--- config.mk ---
export PLATFORM = sky130hd
export DESIGN_NAME = muldiv_operand_stage
export DESIGN_NICKNAME = d
export VERILOG_FILES = /design/src/rtl/muldiv_operand_stage.sv
export SDC_FILE = /design/constraint.sdc
export NUM_CORES = 1
export LEC_CHECK = 0
export BUFFER_PORTS_ARGS = -buffer_cell sky130_fd_sc_hd__buf_2
export CAP_MARGIN = 5
export CORE_MARGIN = 2
export CORE_UTILIZATION = 50
export CTS_BUF_LIST = sky130_fd_sc_hd__clkbuf_8
export DETAILED_ROUTE_END_ITERATION = 10
export PLACE_DENSITY = 0.94
export SETUP_SLACK_MARGIN = 0.1
export SLEW_MARGIN = 20
export SYNTH_ARGS = -nofsm -noshare
export SYNTH_HDL_FRONTEND = slang
export SYNTH_SLANG_ARGS = --single-unit
--- constraint.sdc ---
create_clock -name clk_i -period 3 [get_ports clk_i]
set_input_delay 0.45 -clock clk_i [delete_from_list [all_inputs] [get_ports clk_i]]
set_output_delay 0.45 -clock clk_i [all_outputs]
set_load 0.005 [all_outputs]
--- src/rtl/muldiv_operand_stage.sv ---
// Operand-conditioning register stage for the RISC-V M-extension mul/div datapath.
// Define MULDIV_FASTPATH_EN to build the trivial-result fast path; otherwise fast_o/fast_res_o are tied to 0.
module muldiv_operand_stage #(
   parameter int XLEN = 32
) (
   input  logic            clk_i,
   input  logic            reset_i,
   input  logic            kill_i,
   input  logic            in_valid_i,
   output logic            in_ready_o,
   input  logic [2:0]      op_i,
   input  logic [XLEN-1:0] a_i,
   input  logic [XLEN-1:0] b_i,
   output logic            out_valid_o,
   input  logic            out_ready_i,
   output logic [2:0]      op_o,
   output logic [XLEN-1:0] abs_a_o,
   output logic [XLEN-1:0] abs_b_o,
   output logic            neg_res_o,
   output logic            div_sel_o,
   output logic [5:0]      status_o,
   output logic            fast_o,
   output logic [XLEN-1:0] fast_res_o
);

   typedef enum logic [2:0] {
      OP_MUL    = 3'b000,
      OP_MULH   = 3'b001,
      OP_MULHSU = 3'b010,
      OP_MULHU  = 3'b011,
      OP_DIV    = 3'b100,
      OP_DIVU   = 3'b101,
      OP_REM    = 3'b110,
      OP_REMU   = 3'b111
   } op_e;

   localparam logic [XLEN-1:0] ONE_VAL  = {{(XLEN-1){1'b0}}, 1'b1};
   localparam logic [XLEN-1:0] MIN_VAL  = {1'b1, {(XLEN-1){1'b0}}};
   localparam logic [XLEN-1:0] ONES_VAL = '1;

   typedef struct packed {
      logic [2:0]      op;
      logic [XLEN-1:0] abs_a;
      logic [XLEN-1:0] abs_b;
      logic            neg_res;
      logic [5:0]      status;
   } payload_t;

   // ------------------------------------------------------------------
   // Operand decode
   // ------------------------------------------------------------------
   op_e             op;
   logic            div_op;
   logic            a_signed;
   logic            b_signed;
   logic            a_neg;
   logic            b_neg;
   logic            a_zero;
   logic            a_one;
   logic            a_m1;
   logic            b_zero;
   logic            b_one;
   logic            b_m1;
   logic            neg_res;
   logic [XLEN-1:0] abs_a;
   logic [XLEN-1:0] abs_b;
   payload_t        nxt;
   payload_t        cur;
   logic            valid_q;
   logic            accept;

   assign op     = op_e'(op_i);
   assign div_op = op_i[2];

   // Div ops: the low funct3 bit selects the unsigned variant; mul ops use the low pair.
   assign a_signed = div_op ? !op_i[0] : (op_i[1:0] != 2'b11);
   assign b_signed = div_op ? !op_i[0] : !op_i[1];

   assign a_neg = a_signed & a_i[XLEN-1];
   assign b_neg = b_signed & b_i[XLEN-1];

   // Two's-complement negate wraps MIN back onto itself, which the datapath expects.
   assign abs_a = a_neg ? (~a_i + ONE_VAL) : a_i;
   assign abs_b = b_neg ? (~b_i + ONE_VAL) : b_i;

   assign a_zero = (a_i == '0);
   assign a_one  = (a_i == ONE_VAL);
   assign a_m1   = a_signed & (a_i == ONES_VAL);
   assign b_zero = (b_i == '0);
   assign b_one  = (b_i == ONE_VAL);
   assign b_m1   = b_signed & (b_i == ONES_VAL);

   always_comb begin
      // NOTE: every combinational output gets a default first so no path can infer a latch.
      neg_res = 1'b0;
      if (div_op && b_zero) begin
         neg_res = 1'b0;
      end else if (op == OP_REM) begin
         neg_res = a_neg;
      end else begin
         neg_res = a_neg ^ b_neg;
      end
   end

   always_comb begin
      nxt         = '0;
      nxt.op      = op_i;
      nxt.abs_a   = abs_a;
      nxt.abs_b   = abs_b;
      nxt.neg_res = neg_res;
      nxt.status  = {b_m1, b_one, b_zero, a_m1, a_one, a_zero};
   end

   // ------------------------------------------------------------------
   // Handshake and main register
   // ------------------------------------------------------------------
   assign in_ready_o = !valid_q | out_ready_i;
   assign accept     = in_valid_i & in_ready_o & !kill_i;

   always_ff @(posedge clk_i) begin
      // NOTE: sequential state uses non-blocking assignment so all registers update from pre-edge values.
      if (reset_i) begin
         valid_q <= 1'b0;
         cur     <= '0;
      end else if (kill_i) begin
         valid_q <= 1'b0;
      end else if (accept) begin
         valid_q <= 1'b1;
         cur     <= nxt;
      end else if (out_ready_i) begin
         valid_q <= 1'b0;
      end
   end

   assign out_valid_o = valid_q;
   assign op_o        = cur.op;
   assign abs_a_o     = cur.abs_a;
   assign abs_b_o     = cur.abs_b;
   assign neg_res_o   = cur.neg_res;
   assign status_o    = cur.status;
   assign div_sel_o   = cur.op[2];

   // ------------------------------------------------------------------
   // Fast path
   // ------------------------------------------------------------------
`ifdef MULDIV_FASTPATH_EN
   logic            fast_nxt;
   logic [XLEN-1:0] fast_res_nxt;
   logic            fast_q;
   logic [XLEN-1:0] fast_res_q;

   // Ordered priority: divide-by-zero, signed overflow, then mul identities.
   always_comb begin
      fast_nxt     = 1'b0;
      fast_res_nxt = '0;
      if (div_op && b_zero) begin
         fast_nxt     = 1'b1;
         fast_res_nxt = op_i[1] ? a_i : ONES_VAL;
      end else if ((op == OP_DIV || op == OP_REM) && a_i == MIN_VAL && b_m1) begin
         fast_nxt     = 1'b1;
         fast_res_nxt = op_i[1] ? '0 : MIN_VAL;
      end else if (op == OP_MUL) begin
         if (a_zero || b_zero) begin
            fast_nxt     = 1'b1;
            fast_res_nxt = '0;
         end else if (b_one) begin
            fast_nxt     = 1'b1;
            fast_res_nxt = a_i;
         end else if (a_one) begin
            fast_nxt     = 1'b1;
            fast_res_nxt = b_i;
         end
      end else if (!div_op && (a_zero || b_zero)) begin
         fast_nxt     = 1'b1;
         fast_res_nxt = '0;
      end
   end

   always_ff @(posedge clk_i) begin
      if (reset_i) begin
         fast_q     <= 1'b0;
         fast_res_q <= '0;
      end else if (accept) begin
         fast_q     <= fast_nxt;
         fast_res_q <= fast_res_nxt;
      end
   end

   assign fast_o     = fast_q;
   assign fast_res_o = fast_res_q;
`else
   assign fast_o     = 1'b0;
   assign fast_res_o = '0;
`endif

endmodule

==> impl_metrics.ini <==
[status]
status = complete, no violations

[sta]
setup_tns_ns = 0
finalClockSkew_ns = 0.00783
finalWorstPathRequiredPeriod_ns = 2.25
max_slew.worst_pin.slew_ns = 0.880
maxSlewViolCount = 0
slew_headroom = 0.412
rsz0062_at_grt = false
fmax_mhz = 443
post-route-period-util = 0.752
finalSetupViolations = 0
hold_viol_final = 0
hold_ws_ns = 0.352

[global_routing]
grt_pass1_vias = 4336
track_usage = 0.265
grt_first_pass_wirelength_microns = 20800
grt-ovfl-total = 0
grt_max_degree = 63
antenna_found_initial = 0

[layout]
fin_cells = 804
nets = 769
diodes = 0
seqCellArea_sq_um = 1500
fill_cells = 784
layout-drive-gt1-share = 0.264
multiInputGateArea_sq_um = 2580
final_util = 0.616
layout_common_cells = buf_2 (148), dfxtp_1 (75), nor2_1 (62), nand2_1 (59), xnor2_1 (43)
final_common_cell = buf_2
area_growth_pct = 21.0

[route]
drc_errors = 0
wl_met1_microns = 5320
drt-pass1-iter-count = 6
wl_per_cell_microns = 16.4
highest_layer = met4
vias_per_cell = 5.77
routed_wl_microns = 13200
drt_iter0_drc = 278
postRouteAntennaNets = 0
vias = 4639
wl_met2_microns = 6310
wl_met3_microns = 1090

[placement]
dpl.cell_count = 788
port_buffers = 148
dp_hpwl_microns = 9780
place_congestion = 0.949

[setup_path]
crit_chain = buf_2 -> inv_1 -> ha_1 -> or4b_2 -> nor4_2 -> buf_4 -> a41oi_1 -> xnor2_1 -> o21ai_0
cp_data_arrival_time_ns = 2.48
crit_type = in -> reg
slowest_delay_ns = 0.67
crit_fanout = 12
crit_path_end_kind = flip-flop
timing.reg2reg.setup_slack_ns = 1.27
required_ns = 3.23
crit_buf_inv = 3
startpoint_type = input pin
crit_family = simple AND/OR/NAND/NOR gates
worst_path_max_delay_cell = or4b_2

[synth]
syn_inst = 556
ys_warn_count = 0
synthArstFlopShare = 0
ys_ff_latch = 75
synth_cell_types = 46
synth_area_sq_um = 4380
ys.flop_type = dfxtp_1
avgSynthCellArea_sq_um = 7.87
synth_edf_count = 0
yosysSeqAreaShare = 0.343

[power_and_ir_drop]
ir_drop_uv = 322
power.density_nw_per_um2 = 460
leakagePower_nw = 2.25

[cts]
cts_root_buffer = clkbuf_8
worstSkewPairLatency_ns = 0.35
cts_buffer_depth = 2
cts_sinks = 75
post-cts-setup-buffers = 0
clkSlewWorstSetupHoldPaths_ns = 0.08
ctsHoldBuffers = 0
cts-buffers-inserted = 9
cts_tree = built
htree_levels = 3
ctsResizeCount = 0

[die]
die-height_microns = 97.6
dieArea_sq_um = 9520
io_pins = 182
start_util = 0.509
num_rows = 34
core_area_sq_um = 8590
die_w_microns = 97.6

[flow_run]
maxCapViolCount = 0

[hold_path]
worst_hold_path_type = in -> reg
[cells by family (layout without fill, tap and decap cells)]
group                      count (synthesis)  count (layout)  share of synthesized area
and+or+nand+nor                          212             212                      0.244
AOI/OAI and AO/OA                        128             128                      0.183
buffers and inverters                     76             184                     0.0960
DFF                                       75              75                      0.343
xor gates and xnor gates                  57              57                      0.114
adders and majority gates                  6               6                     0.0171
other                                      1              33                   0.000857
muxes                                      1               1                    0.00229
[through the flow]
| step | power, W | setup slack [ns] | cell area [sq um] |
|---|---|---|---|
| after floorplan | 0.00139 | 0.751 | 4500 |
| after global placement | 0.00156 | 0.584 | 5080 |
| after detailed placement | 0.00157 | 0.421 | 5080 |
| after CTS | 0.00244 | 0.785 | 5300 |
| after global routing | 0.00253 | 0.561 | 5300 |
| final | 0.00244 | 0.745 | 5300 |
[flip-flops by register name, summed over array words and instances, names as in the netlist]
name         count
op_o             3
neg_res_o        1
abs_b_o         32
abs_a_o         32
status_o         6
out_valid_o      1
[worst reg2reg max path, delay by kind of cell (launching register included)]
kind                   cells  cell delay, ns
AND/OR/NAND/NOR            4            0.86
flip-flops                 1            0.31
buffers and inverters      2            0.31
AO/OA/AOI/OAI              1            0.18
[area by class of cell]
cell class | instances | share of cell area
Multi-Input combinational cell | 437 | 0.488
Sequential cell | 75 | 0.283
Timing Repair Buffer | 159 | 0.155
Clock buffer | 10 | 0.0260
Tap cell | 108 | 0.0255
Clock inverter | 6 | 0.0154
Inverter | 9 | 0.00638
[Yosys cell counts (2+ instances only)]
master	count	area [sq um]
and3_1	2	12.5
a21oi_1	25	125
or3_1	2	12.5
clkbuf_1	29	109
xnor2_1	43	377
nand3_1	6	30.0
nor2_1	63	236
dfxtp_1	75	1500
and2_1	3	18.8
or4_1	6	45.0
ha_1	6	75.1
nand2b_1	2	12.5
nand4_1	20	125
a41oi_1	7	61.3
buf_4	35	263
o31ai_1	5	37.5
inv_1	9	33.8
buf_2	2	10.0
o21ai_0	38	190
nor4b_1	2	17.5
o21ai_1	3	15.0
or4_4	4	45.0
a31oi_1	15	93.8
or2_2	2	12.5
nand2_1	59	221
nor3b_1	3	22.5
xor2_1	14	123
nor4_1	20	125
o41ai_1	3	26.3
a211oi_1	24	180
nor3_1	10	50.1
nor2b_1	3	18.8
a311oi_1	3	26.3
[final timing paths]
check,cells past startpoint,to,start
setup reg to reg,7,status_o[1],out_valid_o
hold reg to reg,2,abs_b_o[27],abs_b_o[27]
hold / removal,2,out_valid_o,in_valid_i
setup / recovery,9,abs_b_o[28],b_i[1]
[report_power, final]
group	total (W)	internal (W)	switching [W]
Combinational	0.000478	0.000194	0.000284
Clock	0.000875	0.000486	0.000389
Sequential	0.00108	0.00105	0.0000297
[per-layer routing]
| layer | global-route usage | up-vias |
|---|---|---|
| met4 | 0.116 | 0 |
| met2 | 0.445 | 260 |
| met1 | 0.330 | 2140 |
| li1 | - | 2190 |
| met5 | 0 | - |
| met3 | 0.0511 | 49 |
No activity file was read; power rests on OpenSTA's default activity.
